`src/rtl/sdram_pkg.sv`:
```
// rtl/sdram_pkg.sv - shared SDRAM arbiter states, widths and address layout
package sdram_pkg;

  typedef enum logic [1:0] {
    ARB_IDLE   = 2'd0,
    ARB_ACTIVE = 2'd1,
    ARB_RESP   = 2'd2
  } arb_state_t;

  // Word address layout is {bank, row, col}; positions are shared with the controller
  localparam int SDRAM_COL_W    = 10;
  localparam int SDRAM_ROW_W    = 13;
  localparam int SDRAM_BANK_W   = 2;
  localparam int SDRAM_COL_LSB  = 0;
  localparam int SDRAM_ROW_LSB  = SDRAM_COL_LSB + SDRAM_COL_W;
  localparam int SDRAM_BANK_LSB = SDRAM_ROW_LSB + SDRAM_ROW_W;

  localparam int SDRAM_ADDR_WIDTH = SDRAM_BANK_LSB + SDRAM_BANK_W;
  localparam int SDRAM_DATA_WIDTH = 16;

  // Width of a port index; a single port still needs one bit
  function automatic int idx_width(input int n);
    return (n > 1) ? $clog2(n) : 1;
  endfunction

endpackage

```
`src/rtl/sdram_arbiter_if.sv`:
```
// rtl/sdram_arbiter_if.sv - requester-side and controller-side bus of the SDRAM arbiter
interface sdram_arbiter_if import sdram_pkg::*; #(
  parameter int NUM_PORTS  = 2,
  parameter int ADDR_WIDTH = SDRAM_ADDR_WIDTH,
  parameter int DATA_WIDTH = SDRAM_DATA_WIDTH
);

  // Requester side, flattened per port
  logic [NUM_PORTS-1:0]            req_i;
  logic [NUM_PORTS-1:0]            we_i;
  logic [NUM_PORTS*ADDR_WIDTH-1:0] addr_i;
  logic [NUM_PORTS*DATA_WIDTH-1:0] wdata_i;
  logic [NUM_PORTS*DATA_WIDTH-1:0] rdata_o;
  logic [NUM_PORTS-1:0]            ack_o;
  logic [NUM_PORTS-1:0]            err_o;

  // Controller processor-side interface
  logic [ADDR_WIDTH-1:0]           mem_addr_o;
  logic [DATA_WIDTH-1:0]           mem_data_o;
  logic                            mem_we_o;
  logic                            mem_re_o;
  logic [DATA_WIDTH-1:0]           mem_data_i;
  logic                            mem_ack_i;
  logic                            mem_busy_i;

  // The arbiter itself
  modport slave (
    input  req_i, we_i, addr_i, wdata_i, mem_data_i, mem_ack_i, mem_busy_i,
    output rdata_o, ack_o, err_o, mem_addr_o, mem_data_o, mem_we_o, mem_re_o
  );

  // Requesters plus controller, as seen from outside the arbiter
  modport master (
    output req_i, we_i, addr_i, wdata_i, mem_data_i, mem_ack_i, mem_busy_i,
    input  rdata_o, ack_o, err_o, mem_addr_o, mem_data_o, mem_we_o, mem_re_o
  );

endinterface

```
`src/rtl/sdram_arbiter_rr_pick.sv`:
```
// rtl/sdram_arbiter_rr_pick.sv - combinational round-robin priority picker
module rr_pick import sdram_pkg::*; #(
  parameter int NUM_PORTS = 2,
  parameter int IDX_W     = idx_width(NUM_PORTS)
) (
  input  logic [NUM_PORTS-1:0] i_req,
  input  logic [IDX_W-1:0]     i_ptr,
  output logic [IDX_W-1:0]     o_grant,
  output logic                 o_valid
);

  logic [IDX_W-1:0] w_idx;

  // Scan from the port after i_ptr, wrapping, and take the first requester
  always_comb begin
    o_grant = '0;
    o_valid = 1'b0;
    w_idx   = '0;
    for (int k = 1; k <= NUM_PORTS; k++) begin
      w_idx = IDX_W'((int'(i_ptr) + k) % NUM_PORTS);
      if (!o_valid && i_req[w_idx]) begin
        o_grant = w_idx;
        o_valid = 1'b1;
      end
    end
  end

endmodule

```
`src/rtl/sdram_arbiter.sv`:
```
// rtl/sdram_arbiter.sv - round-robin SDRAM port arbiter; optional watchdog under SDRAM_ARB_TIMEOUT_EN
module sdram_arbiter import sdram_pkg::*; #(
  parameter int NUM_PORTS      = 2,
  parameter int ADDR_WIDTH     = SDRAM_ADDR_WIDTH,
  parameter int DATA_WIDTH     = SDRAM_DATA_WIDTH,
  parameter int TIMEOUT_CYCLES = 1024
) (
  input  logic           sys_clk,
  input  logic           sys_rst,
  sdram_arbiter_if.slave bus
);

  localparam int IDX_W = idx_width(NUM_PORTS);

  if (NUM_PORTS < 2 || NUM_PORTS > 8) begin : g_bad_num_ports
    $error("sdram_arbiter: NUM_PORTS must be in 2..8");
  end
  if (TIMEOUT_CYCLES < 1 || TIMEOUT_CYCLES > 65535) begin : g_bad_timeout
    $error("sdram_arbiter: TIMEOUT_CYCLES must fit the 16-bit watchdog");
  end

  arb_state_t            r_state;
  arb_state_t            w_state_nxt;
  logic [IDX_W-1:0]      r_ptr;
  logic                  r_we;
  logic [ADDR_WIDTH-1:0] r_mem_addr;
  logic [DATA_WIDTH-1:0] r_mem_data;
  logic [DATA_WIDTH-1:0] r_rdata [NUM_PORTS];
  logic [ADDR_WIDTH-1:0] w_addr  [NUM_PORTS];
  logic [DATA_WIDTH-1:0] w_wdata [NUM_PORTS];
  logic [IDX_W-1:0]      w_grant;
  logic                  w_grant_valid;
  logic                  w_accept;
  logic                  w_active;
  logic                  w_timeout;

  // Unflatten the per-port buses; r_ptr doubles as the owner of the transaction in flight
  for (genvar p = 0; p < NUM_PORTS; p++) begin : g_port
    assign w_addr[p]  = bus.addr_i[p*ADDR_WIDTH +: ADDR_WIDTH];
    assign w_wdata[p] = bus.wdata_i[p*DATA_WIDTH +: DATA_WIDTH];
    assign bus.rdata_o[p*DATA_WIDTH +: DATA_WIDTH] = r_rdata[p];
  end

  rr_pick #(
    .NUM_PORTS (NUM_PORTS),
    .IDX_W     (IDX_W)
  ) u_rr_pick (
    .i_req   (bus.req_i),
    .i_ptr   (r_ptr),
    .o_grant (w_grant),
    .o_valid (w_grant_valid)
  );

  assign w_active = (r_state == ARB_ACTIVE);

  // Strobes fall in the ack cycle itself so the controller never sees a second request
  assign bus.mem_we_o   = w_active &  r_we & ~bus.mem_ack_i;
  assign bus.mem_re_o   = w_active & ~r_we & ~bus.mem_ack_i;
  assign bus.mem_addr_o = r_mem_addr;
  assign bus.mem_data_o = r_mem_data;

  // State register
  always_ff @(posedge sys_clk or posedge sys_rst) begin
    if (sys_rst) r_state <= ARB_IDLE;
    else         r_state <= w_state_nxt;
  end

  // Next state: grant when idle and the controller is free, finish on ack or watchdog
  always_comb begin
    w_state_nxt = r_state;
    w_accept    = 1'b0;
    case (r_state)
      ARB_IDLE: begin
        if (w_grant_valid && !bus.mem_busy_i) begin
          w_accept    = 1'b1;
          w_state_nxt = ARB_ACTIVE;
        end
      end
      ARB_ACTIVE: begin
        if (bus.mem_ack_i || w_timeout) w_state_nxt = ARB_RESP;
      end
      ARB_RESP: w_state_nxt = ARB_IDLE;
      default:  w_state_nxt = ARB_IDLE;
    endcase
  end

  // Latch the winner's command; later requester changes are ignored until RESP
  always_ff @(posedge sys_clk or posedge sys_rst) begin
    if (sys_rst) begin
      r_ptr      <= IDX_W'(NUM_PORTS - 1);
      r_we       <= 1'b0;
      r_mem_addr <= '0;
      r_mem_data <= '0;
    end else if (w_accept) begin
      r_ptr      <= w_grant;
      r_we       <= bus.we_i[w_grant];
      r_mem_addr <= w_addr[w_grant];
      r_mem_data <= w_wdata[w_grant];
    end
  end

  // Read data is captured only on a real controller ack for a read
  always_ff @(posedge sys_clk or posedge sys_rst) begin
    if (sys_rst) begin
      for (int p = 0; p < NUM_PORTS; p++) r_rdata[p] <= '0;
    end else if (w_active && bus.mem_ack_i && !r_we) begin
      r_rdata[r_ptr] <= bus.mem_data_i;
    end
  end

  // Completion pulse to the owner during the single RESP cycle
  always_comb begin
    bus.ack_o = '0;
    if (r_state == ARB_RESP) bus.ack_o[r_ptr] = 1'b1;
  end

`ifdef SDRAM_ARB_TIMEOUT_EN
  logic [15:0] r_wdog;
  logic        r_err;

  // Give up on the controller after TIMEOUT_CYCLES active cycles; a same-cycle ack wins
  assign w_timeout = w_active && !bus.mem_ack_i && (r_wdog == 16'(TIMEOUT_CYCLES - 1));

  // Watchdog: cleared on grant, counts every ACTIVE cycle
  always_ff @(posedge sys_clk or posedge sys_rst) begin
    if (sys_rst)       r_wdog <= '0;
    else if (w_accept) r_wdog <= '0;
    else if (w_active) r_wdog <= r_wdog + 16'd1;
  end

  // Remember whether ACTIVE ended by timeout so RESP can flag it
  always_ff @(posedge sys_clk or posedge sys_rst) begin
    if (sys_rst)       r_err <= 1'b0;
    else if (w_active) r_err <= w_timeout;
  end

  // Error pulse coincides with the owner's ack
  always_comb begin
    bus.err_o = '0;
    if (r_state == ARB_RESP && r_err) bus.err_o[r_ptr] = 1'b1;
  end
`else
  assign w_timeout = 1'b0;
  assign bus.err_o = '0;
`endif

  a_ack_onehot: assert property (@(posedge sys_clk) disable iff (sys_rst) $onehot0(bus.ack_o));
  a_strobe_excl: assert property (@(posedge sys_clk) disable iff (sys_rst) !(bus.mem_we_o && bus.mem_re_o));

endmodule

```
`src/flat_wrapper.sv`:
```
// flat-port wrapper written by rule: the top's interface ports become plain ports
module sdram_arbiter_flat import sdram_pkg::*;
#(
  parameter int NUM_PORTS      = 2,
  parameter int ADDR_WIDTH     = SDRAM_ADDR_WIDTH,
  parameter int DATA_WIDTH     = SDRAM_DATA_WIDTH,
  parameter int TIMEOUT_CYCLES = 1024
)
  (sys_clk, sys_rst, bus_req_i, bus_we_i, bus_addr_i, bus_wdata_i, bus_mem_data_i, bus_mem_ack_i, bus_mem_busy_i, bus_rdata_o, bus_ack_o, bus_err_o, bus_mem_addr_o, bus_mem_data_o, bus_mem_we_o, bus_mem_re_o);
  sdram_arbiter_if #(.NUM_PORTS(NUM_PORTS), .ADDR_WIDTH(ADDR_WIDTH), .DATA_WIDTH(DATA_WIDTH)) bus_i ();
  input  logic sys_clk;
  input  logic sys_rst;
  input wire logic [$bits(bus_i.req_i)-1:0] bus_req_i;
  input wire logic [$bits(bus_i.we_i)-1:0] bus_we_i;
  input wire logic [$bits(bus_i.addr_i)-1:0] bus_addr_i;
  input wire logic [$bits(bus_i.wdata_i)-1:0] bus_wdata_i;
  input wire logic [$bits(bus_i.mem_data_i)-1:0] bus_mem_data_i;
  input wire logic [$bits(bus_i.mem_ack_i)-1:0] bus_mem_ack_i;
  input wire logic [$bits(bus_i.mem_busy_i)-1:0] bus_mem_busy_i;
  output wire logic [$bits(bus_i.rdata_o)-1:0] bus_rdata_o;
  output wire logic [$bits(bus_i.ack_o)-1:0] bus_ack_o;
  output wire logic [$bits(bus_i.err_o)-1:0] bus_err_o;
  output wire logic [$bits(bus_i.mem_addr_o)-1:0] bus_mem_addr_o;
  output wire logic [$bits(bus_i.mem_data_o)-1:0] bus_mem_data_o;
  output wire logic [$bits(bus_i.mem_we_o)-1:0] bus_mem_we_o;
  output wire logic [$bits(bus_i.mem_re_o)-1:0] bus_mem_re_o;
  assign bus_i.req_i = bus_req_i;
  assign bus_i.we_i = bus_we_i;
  assign bus_i.addr_i = bus_addr_i;
  assign bus_i.wdata_i = bus_wdata_i;
  assign bus_i.mem_data_i = bus_mem_data_i;
  assign bus_i.mem_ack_i = bus_mem_ack_i;
  assign bus_i.mem_busy_i = bus_mem_busy_i;
  assign bus_rdata_o = bus_i.rdata_o;
  assign bus_ack_o = bus_i.ack_o;
  assign bus_err_o = bus_i.err_o;
  assign bus_mem_addr_o = bus_i.mem_addr_o;
  assign bus_mem_data_o = bus_i.mem_data_o;
  assign bus_mem_we_o = bus_i.mem_we_o;
  assign bus_mem_re_o = bus_i.mem_re_o;
  sdram_arbiter #(.NUM_PORTS(NUM_PORTS), .ADDR_WIDTH(ADDR_WIDTH), .DATA_WIDTH(DATA_WIDTH), .TIMEOUT_CYCLES(TIMEOUT_CYCLES)) u_core (.sys_clk(sys_clk), .sys_rst(sys_rst), .bus(bus_i));
endmodule
```
`config.mk`:
```
export PLATFORM = sky130hd
export DESIGN_NAME = sdram_arbiter_flat
export DESIGN_NICKNAME = d
export VERILOG_FILES = /design/src/rtl/sdram_pkg.sv /design/src/rtl/sdram_arbiter_if.sv /design/src/rtl/sdram_arbiter_rr_pick.sv /design/src/rtl/sdram_arbiter.sv /design/src/flat_wrapper.sv
export SDC_FILE = /design/constraint.sdc
export NUM_CORES = 1
export LEC_CHECK = 0
export CELL_PAD_IN_SITES_DETAIL_PLACEMENT = 1
export CELL_PAD_IN_SITES_GLOBAL_PLACEMENT = 1
export CORE_ASPECT_RATIO = 0.7
export CORE_MARGIN = 3
export CORE_UTILIZATION = 32
export CTS_CLUSTER_DIAMETER = 100
export CTS_CLUSTER_SIZE = 24
export DETAILED_ROUTE_END_ITERATION = 16
export GPL_TIMING_DRIVEN = 0
export HOLD_SLACK_MARGIN = 0.05
export MAX_ROUTING_LAYER = met4
export PLACE_DENSITY = 0.95
export SKIP_CTS_REPAIR_TIMING = 1
export SYNTH_ARGS = -nofsm -noshare
export SYNTH_HDL_FRONTEND = slang
export SYNTH_SLANG_ARGS = --single-unit
```
`constraint.sdc`:
```
create_clock -name sys_clk -period 6.05 [get_ports sys_clk]
set_input_delay 1.5125 -clock sys_clk [delete_from_list [all_inputs] [get_ports sys_clk]]
set_output_delay 1.5125 -clock sys_clk [all_outputs]
set_load 0.005 [all_outputs]
```
**Word-level counts from Yosys, hierarchy flattened**

Index checks and enable logic that the tools add are counted.

- Bits in registers: 77
- Input bits: 106
- Output and inout bits: 79

- Add/sub/neg operators: 2
- Magnitude comparators: 8
- Eq/ne operators: 4
- Multiplexer cells: 27
- Bitwise logic cells: 8
- Reduce and logical (&&, ||, !) cells: 11

Operators with widths:

| operator | number |
|---|---|
| 2-to-1 mux 25 bit | 3 |
| 2-to-1 mux 16 bit | 4 |
| bitwise mux 32 bit | 1 |
| demux 16 bit (select 1 bit) | 1 |
| 2-to-1 mux 1 bit | 13 |
| less-than comparator 1 x 2 -> 1 bit, second input constant | 4 |
| logical AND 1 bit | 6 |
| 2-to-1 mux 2 bit | 3 |
| AND 1 bit | 4 |
| >= comparator 2 bit, second input constant | 2 |
| inverter 1 -> 2 bit | 2 |
| one-hot mux 2 bit (2 select lines) | 1 |
| zero test 1 bit | 3 |
| adder 1 bit, second input constant | 2 |
| == test 2 x 1 -> 1 bit, second input constant | 1 |
| == test 2 bit, second input constant | 1 |
| zero test 2 bit | 1 |
| less-than comparator 2 x 1 -> 1 bit, second input constant | 1 |
| inequality test 2 x 1 -> 1 bit, second input constant | 1 |
| inequality test 2 bit, second input constant | 1 |
| inverter 1 bit | 2 |
| AND reduction 2 bit | 1 |
| demux 1 bit (select 1 bit) | 1 |
| >= comparator 1 bit, second input constant | 1 |

**Depth between registers and ports, before layout**

Gate-level depths: netlist of the first run.

- Depth after elaboration: 11
- Mapped depth: 5
- Gate-level depth less buffers: 3

**Cells and area by module**

A second synthesis of the first run with hierarchy kept.

- Cell total of the unflattened synthesis: 274
- Area, all modules: 3,305.7 um^2

Modules (own cells, without submodules):

| module | instances | cells each | area an instance (um^2) | seq. area each (um^2) |
|---|---|---|---|---|
| sdram_arbiter | 1 | 272 | 3,291.9 | 1,928.1 |
| rr_pick | 1 | 2 | 13.8 | 0.0 |

**Worst setup path before layout of the first run**

No wires, ideal clock.

- Path type: input -> output
- Start point: input port bus_mem_ack_i
- End point: output port bus_mem_re_o
- Arrival: 2.107 ns
- Required time: 4.537 ns
- Slack: 2.430 ns
- Stages on the path: 2
- Path buffers: 0
- Cells stage by stage: or3b_2 > nor2_1

- Longest elaborated chain between the ends: 2

Ends and longest elaborated chain:

| element | RTL line | text |
|---|---|---|
| start, declared | flat_wrapper.sv:18 | `input wire logic [$bits(bus_i.mem_ack_i)-1:0] bus_mem_ack_i;` |
| inverter 1 bit | sdram_arbiter.sv:58 | `assign bus.mem_re_o = w_active & ~r_we & ~bus.mem_ack_i;` |
| AND 1 bit | sdram_arbiter.sv:58 |  |
| end, declared | flat_wrapper.sv:26 | `output wire logic [$bits(bus_i.mem_re_o)-1:0] bus_mem_re_o;` |

Every way passes these cells.

**Final worst setup path of the first run**

- Start point: input port bus_mem_ack_i
- End point: output port bus_mem_we_o

- Longest elaborated chain between the ends: 2

Ends and longest elaborated chain:

| element | RTL line | text |
|---|---|---|
| inverter 1 bit | sdram_arbiter.sv:57 | `assign bus.mem_we_o = w_active & r_we & ~bus.mem_ack_i;` |
| AND 1 bit | sdram_arbiter.sv:57 |  |
| end, declared | flat_wrapper.sv:25 | `output wire logic [$bits(bus_i.mem_we_o)-1:0] bus_mem_we_o;` |

Every way passes these cells.

==> qor.json, run 1 <==
{
  "numPortBuffers": 182,
  "clock_power_share": 0.231,
  "yosysWarningCount": 0,
  "slew_viol_final": 0,
  "synthCells": 241,
  "clk_pin_slew_ps": 60,
  "run_status": "finished clean",
  "iter_0_drt_violations": 76,
  "antenna_violations_before_repair": 0,
  "fp-row-count": 30,
  "drt_pass1_iterations": 4,
  "fill_cells": 1028,
  "route.detailed.drc": 0,
  "ioPinCount": 185,
  "layout.cells.most_common": "clkdlybuf4s50_1",
  "timing.critical_path.arrival_ps": 3070,
  "hpwlAfterDp_um": 9230,
  "postRouteWirelength_um": 11900,
  "cts_tree": "built",
  "tns_ps": 0,
  "start_kind": "input port",
  "clock_tree.root_cell": "clkbuf_16",
  "slew_headroom": 0.438,
  "gp_routability_congestion": 0.780,
  "clkLatencyLatePin_ps": 320,
  "cts_buffers": 9,
  "synth_flop_cell": "dfrtp_1",
  "synth_top_cell_by_area": "dfrtp_1",
  "synth-edff-count": 0,
  "grt_first_pass_wirelength_um": 18900,
  "synth_area_um2": 3340,
  "pwr-share-comb": 0.405,
  "power.switching_fraction": 0.277,
  "wl_per_cell_um": 20.9,
  "grt_setup_unrepaired": "no",
  "grt_max_degree": 44,
  "die_x_um": 128,
  "die-height_um": 91.5,
  "worstHoldPathType": "reg -> reg",
  "synth_cell_type_count": 26,
  "power_per_cell_area_nw_per_um2": 423,
  "cellLeakagePower_nw": 2.28,
  "post_synth.cell_area_avg_um2": 13.9,
  "maxCapViolCount": 0,
  "grt_pass1_vias": 3473,
  "clock_sink_count": 77,
  "layout.cells.most_common_list": "182 x clkdlybuf4s50_1, 76 x dfrtp_1, 42 x o32ai_1, 42 x a2bb2oi_1, 22 x mux2_2",
  "drive_gt1_frac": 0.150,
  "number_of_routed_nets_with_antenna_violations": 0,
  "seq_power_share": 0.364,
  "final_report_setup_violation_count": 0,
  "switching_power_of_the_nets_w": 0.000665,
  "setup_slack_ps": 1470,
  "ys_async_sr_fraction": 1.00,
  "groute.usage.overall": 0.210,
  "drt-vias-per-instance": 5.21,
  "final-hold-violation-count": 0,
  "timing.setup.critical_path_class": "in -> out",
  "post-route-min-period_ps": 4580,
  "final_standard_cell_utilization_of_the_core": 0.572,
  "grt_remaining_overflow": 0,
  "coreArea_um2": 9910,
  "yosys-top-cells-area": "dfrtp_1 57%, a2bb2oi_1 11%, o32ai_1 11%, mux2_2 7.4%, mux2_4 4.5%",
  "netlist.area_leader.share": 0.570,
  "final_net_count": 542,
  "vdd_ir_drop_max_mv": 0.175,
  "crit_fanout": 3,
  "timing_worst_slew_pin_value_ps": 837,
  "via_count": 2967,
  "cell_internal_pwr_w": 0.00173,
  "synth.ff_latch_count": 77,
  "layout_worst_path_cycle_share": 0.757,
  "fmax_mhz": 218,
  "num_antenna_cells": 0,
  "floorplan.initialDensity": 0.337,
  "synth-seq-area-share": 0.578,
  "area.growth.synth_to_final_pct": 69.7,
  "cts.htree.levels": 3,
  "clockBufferDepth": 2,
  "critPathCaptureType": "primary output",
  "critPathRequiredTime_ps": 4540,
  "placed_cell_area_um2": 5350,
  "pre_cts_ws_ps": 1460,
  "design_power_total_w": 0.00240,
  "design_area_final_um2": 5670,
  "clock_skew_ps": 5.48,
  "die-area_um2": 11700
}
final cells by class:
type / instances / area [um^2] / area share
sequential: 77 / 1930 / 0.340
multi-input combinational: 133 / 1250 / 0.221
inverter: 4 / 17.5 / 0.00309
clock inverter: 4 / 45.0 / 0.00795
tap: 128 / 160 / 0.0283
buffer: 28 / 146 / 0.0258
clock buffer: 12 / 267 / 0.0470
timing repair buffer: 183 / 1850 / 0.326
synth_stat cells, drive strengths merged (2+ instances only):
master and n:
o32ai 42, clkbuf 18, buf 10, nor3b 2
mux2 32, inv 3, nor2 3, a2bb2oi 42
dfrtp 76
power by group through the flow:
| stage | logic, W | registers, W | clock network [W] |
|---|---|---|---|
| finish | 0.000970 | 0.000873 | 0.000553 |
| global placement | 0.000935 | 0.000861 | 0 |
| floorplan | 0.000346 | 0.000873 | 0 |
| detailed placement | 0.000980 | 0.000876 | 0 |
| global route | 0.00104 | 0.000904 | 0.000590 |
| CTS | 0.000985 | 0.000874 | 0.000568 |
cells by family after synthesis:
group	Yosys count	synth area share
AO/OA/AOI/OAI	86	0.226
flip-flops	77	0.578
multiplexers	33	0.122
buffers and inverters	32	0.0483
AND/OR/NAND/NOR	12	0.0251
other	1	0.00112
flip-flops by register name (all words and copies together) (netlist names):
signal	cells
u_core.bus.mem_addr_o	25
u_core.bus.mem_data_o	16
u_core.bus.rdata_o	32
u_core.r_ptr	1
u_core.r_state	2
u_core.r_we	1
worst max-delay path, cell delays in order:
cell and delay [ps]:
clkdlybuf4s50_1 420, or3b_2 510, nor2_1 100, clkdlybuf4s50_1 520
routing by layer:
metal	up-vias	GRT usage	wire [um]
li1	1342	-	-
met1	1501	0.256	5010
met2	116	0.349	6020
met3	8	0.0535	740
met4	0	0.0504	100
met5	-	-	0
stage by stage:
stage / hold slack, ps / instances
2_1_floorplan: 504 / 242
3_3_place_gp: 489 / 552
3_5_place_dp: 496 / 553
4_1_cts: 507 / 569
5_1_grt: 532 / 569
6_report: 501 / 569
worst paths after layout:
path / from / to / depth (start not counted) / slack (ps)
max: bus_mem_ack_i / bus_mem_we_o / 4 / 1470
min in group asynchronous: sys_rst / u_core.bus.rdata_o[25]$_DFFE_PP0P_ / 2 / 1590
min reg2reg: u_core.bus.rdata_o[31]$_DFFE_PP0P_ / u_core.bus.rdata_o[31]$_DFFE_PP0P_ / 1 / 500
max reg2reg: u_core.r_state[1]$_DFFE_PP0P_ / u_core.bus.rdata_o[9]$_DFFE_PP0P_ / 3 / 4000
min: u_core.bus.rdata_o[31]$_DFFE_PP0P_ / u_core.bus.rdata_o[31]$_DFFE_PP0P_ / 1 / 500
max in group asynchronous: sys_rst / u_core.bus.mem_addr_o[13]$_DFFE_PP0P_ / 3 / 3890
(Power assumes the default switching activity.)
==> run 2: changes to the inputs <==
- CORE_UTILIZATION: 32 -> 29
- PLACE_DENSITY: 0.95 -> 0.88
- clock period: 6.05 -> 4.75 ns (I/O delays scaled with it)
==> qor.json, run 2 (synthesis gave the netlist of run 1 again) <==
{
  "postRouteWirelength": {"value": 12100, "unit": "um", "change": "was 11,900 um"},
  "fp-row-count": {"value": 32, "change": "was 30"},
  "wl_per_cell": {"value": 20.3, "unit": "um", "change": "was 20.9 um"},
  "slew_viol_final": {"value": 0, "change": "unchanged"},
  "iter_0_drt_violations": {"value": 66, "change": "was 76"},
  "clk_pin_slew": {"value": 60, "unit": "ps", "change": "about the same"},
  "design_power_total": {"value": 0.00310, "unit": "W", "change": "was 0.00240 W"},
  "hold-worst-slack": {"value": 505, "unit": "ps", "change": "was 501 ps"},
  "final_report_setup_violation_count": {"value": 0, "change": "unchanged"},
  "worst_path_most_repeated_cell": {"value": "clkdlybuf4s50_1", "change": "unchanged"},
  "layout.cells.most_common": {"value": "clkdlybuf4s50_1", "change": "unchanged"},
  "via_count": {"value": 2980, "change": "was 2,967"},
  "num_antenna_cells": {"value": 0, "change": "unchanged"},
  "register_to_register_path_depth": {"value": 3, "change": "unchanged"},
  "whs_path_depth": {"value": 1, "change": "unchanged"},
  "worstReg2RegEnd": {"value": "u_core.bus.rdata_o[10]$_DFFE_PP0P_", "change": "was u_core.bus.rdata_o[9]$_DFFE_PP0P_"},
  "cts_buffers": {"value": 9, "change": "unchanged"},
  "grt_first_pass_wirelength": {"value": 19100, "unit": "um", "change": "was 18,900 um"},
  "clock_sink_count": {"value": 77, "change": "unchanged"},
  "maxCapViolCount": {"value": 0, "change": "unchanged"},
  "cellLeakagePower": {"value": 2.28, "unit": "nW", "change": "about the same"},
  "critPathLaunch": {"value": "bus_mem_ack_i", "change": "unchanged"},
  "run_status": {"value": "finished clean", "change": "unchanged"},
  "vdd_ir_drop_max": {"value": 0.210, "unit": "mV", "change": "was 0.175 mV"},
  "slew_headroom": {"value": 0.345, "change": "was 0.438"},
  "fmax_mhz": 253,
  "grt_setup_unrepaired": {"value": "no", "change": "unchanged"},
  "layout.cells.most_common_list": {"value": "182 x clkdlybuf4s50_1, 76 x dfrtp_1, 42 x o32ai_1, 42 x a2bb2oi_1, 22 x mux2_2", "change": "unchanged"},
  "cts.htree.levels": {"value": 3, "change": "unchanged"},
  "start_kind": {"value": "input port", "change": "unchanged"},
  "hpwlAfterDp": {"value": 9490, "unit": "um", "change": "was 9230 um"},
  "drt-vias-per-instance": {"value": 5.02, "change": "was 5.21"},
  "area.growth.synth_to_final": {"value": 71.1, "unit": "%", "change": "was 69.7%"},
  "register_to_register_setup_slack": {"value": 2600, "unit": "ps", "change": "was 4000 ps"},
  "post-route-min-period_ps": 3950,
  "grt_max_degree": {"value": 42, "change": "was 44"},
  "worstHoldPathType": {"value": "reg -> reg", "change": "unchanged"},
  "die_x": {"value": 134, "unit": "um", "change": "was 128 um"},
  "layout_worst_path_cycle_share": 0.831,
  "coreArea": {"value": 11100, "unit": "um^2", "change": "was 9910 um^2"},
  "groute.usage.overall": {"value": 0.197, "change": "was 0.210"},
  "clock_skew": {"value": 6.45, "unit": "ps", "change": "was 5.48 ps"},
  "largest_register_ff_count": {"value": 32, "change": "unchanged"},
  "drt_pass1_iterations": {"value": 4, "change": "unchanged"},
  "clockBufferDepth": {"value": 2, "change": "unchanged"},
  "critPathRequiredTime": {"value": 3560, "unit": "ps", "change": "was 4540 ps"},
  "crit_path_top_delay_cell": {"value": "clkdlybuf4s50_1", "change": "unchanged"},
  "drive_gt1_frac": {"value": 0.150, "change": "unchanged"},
  "critPathCaptureType": {"value": "primary output", "change": "unchanged"},
  "gp_routability_congestion": {"value": 0.758, "change": "was 0.780"},
  "grt_pass1_vias": {"value": 3362, "change": "was 3,473"},
  "numPortBuffers": {"value": 182, "change": "unchanged"},
  "die-area": {"value": 12900, "unit": "um^2", "change": "was 11,700 um^2"},
  "final-hold-violation-count": {"value": 0, "change": "unchanged"},
  "floorplan.initialDensity": {"value": 0.300, "change": "was 0.337"},
  "termination_of_the_worst_setup_path": {"value": "bus_mem_re_o", "change": "was bus_mem_we_o"},
  "die-height": {"value": 95.8, "unit": "um", "change": "was 91.5 um"},
  "path_cells": {"value": "clkdlybuf4s50_1 > or3b_2 > nor2_1 > clkdlybuf4s50_1", "change": "unchanged"},
  "antenna_violations_before_repair": {"value": 0, "change": "unchanged"},
  "crit_fanout": {"value": 3, "change": "unchanged"},
  "critPathMaxStageDelay": {"value": 530, "unit": "ps", "change": "was 520 ps"},
  "clock_tree.root_cell": {"value": "clkbuf_16", "change": "unchanged"},
  "number_of_routed_nets_with_antenna_violations": {"value": 0, "change": "unchanged"},
  "final_net_count": {"value": 542, "change": "unchanged"},
  "cts_tree": {"value": "built", "change": "unchanged"},
  "timing.setup.critical_path_class": {"value": "in -> out", "change": "unchanged"},
  "ioPinCount": {"value": 185, "change": "unchanged"},
  "timing_worst_slew_pin_value": {"value": 974, "unit": "ps", "change": "was 837 ps"},
  "tns": {"value": 0, "unit": "ps", "change": "unchanged"},
  "grt_remaining_overflow": {"value": 0, "change": "unchanged"},
  "timing.critical_path.arrival": {"value": 2760, "unit": "ps", "change": "was 3070 ps"},
  "power_per_cell_area": {"value": 542, "unit": "nW/um^2", "change": "was 423 nW/um^2"},
  "clkLatencyLatePin": {"value": 330, "unit": "ps", "change": "was 320 ps"},
  "worst_r2r_startpoint": {"value": "u_core.r_state[1]$_DFFE_PP0P_", "change": "unchanged"},
  "route.detailed.drc": {"value": 0, "change": "unchanged"}
}
==> run 2: power by group <==
group / total (W) / switching (W) / internal [W]
Sequential: 0.00111 / 0.000174 / 0.000936
Combinational: 0.00123 / 0.000407 / 0.000821
Clock: 0.000759 / 0.000269 / 0.000490
Total: 0.00310 / 0.000850 / 0.00225
==> run 2: final cells by class <==
class | count | area (um^2)
Clock buffer | 11 | 253
Timing Repair Buffer | 183 | 1840
Multi-Input combinational cell | 133 | 1250
Sequential cell | 77 | 1930
Clock inverter | 5 | 81.3
Tap cell | 153 | 191
Inverter | 4 | 17.5
Fill cell | 1160 | 5420
Buffer | 28 | 146
==> run 2: how the worst min path moves through the flow <==
stage / startpoint / endpoint / slack [ps]
2_1_floorplan: u_core.bus.rdata_o[26]$_DFFE_PP0P_ / u_core.bus.rdata_o[26]$_DFFE_PP0P_ / 500
3_3_place_gp: u_core.bus.rdata_o[31]$_DFFE_PP0P_ / u_core.bus.rdata_o[31]$_DFFE_PP0P_ / 490
3_5_place_dp: u_core.bus.rdata_o[13]$_DFFE_PP0P_ / u_core.bus.rdata_o[13]$_DFFE_PP0P_ / 500
4_1_cts: u_core.bus.rdata_o[13]$_DFFE_PP0P_ / u_core.bus.rdata_o[13]$_DFFE_PP0P_ / 510
5_1_grt: u_core.bus.rdata_o[8]$_DFFE_PP0P_ / u_core.bus.rdata_o[8]$_DFFE_PP0P_ / 520
6_report: u_core.bus.rdata_o[13]$_DFFE_PP0P_ / u_core.bus.rdata_o[13]$_DFFE_PP0P_ / 510
==> run 2: stage by stage <==
stage	instances	setup WS [ps]	utilization	area, um^2
final	594	803	0.513	5710
after global routing	594	740	0.513	5710
after CTS	594	799	0.513	5710
after detailed placement	578	799	0.483	5380
after global placement	577	314	0.481	5360
after floorplan	242	1600	-	3340
==> run 2: worst max-delay path, delay by kind of cell <==
family,cells,cell delay [ps]
and+or+nand+nor,2,610
buffers and inverters,2,960
==> run 2: per-layer routing <==
layer  wire, um  GRT usage  part of all wire
met1       4970      0.231              0.41
met2       6140      0.335              0.51
met3        782     0.0611             0.065
met4        197     0.0542             0.016
met5          0          -                 0
==> run 3: changes to the inputs <==
- clock period: 4.75 -> 3.86 ns (I/O delays scaled with it)
==> results of run 3 <==
Same layout as run 2 (identical final DEF). Status: finished clean.
Main changes from that run: setup slack after placement 799 ps -> 354 ps; setup slack after layout 803 ps -> 358 ps; register-to-register setup slack 2600 ps -> 1710 ps; total power 0.00310 W -> 0.00381 W; worst IR drop on VDD 0.210 mV -> 0.258 mV
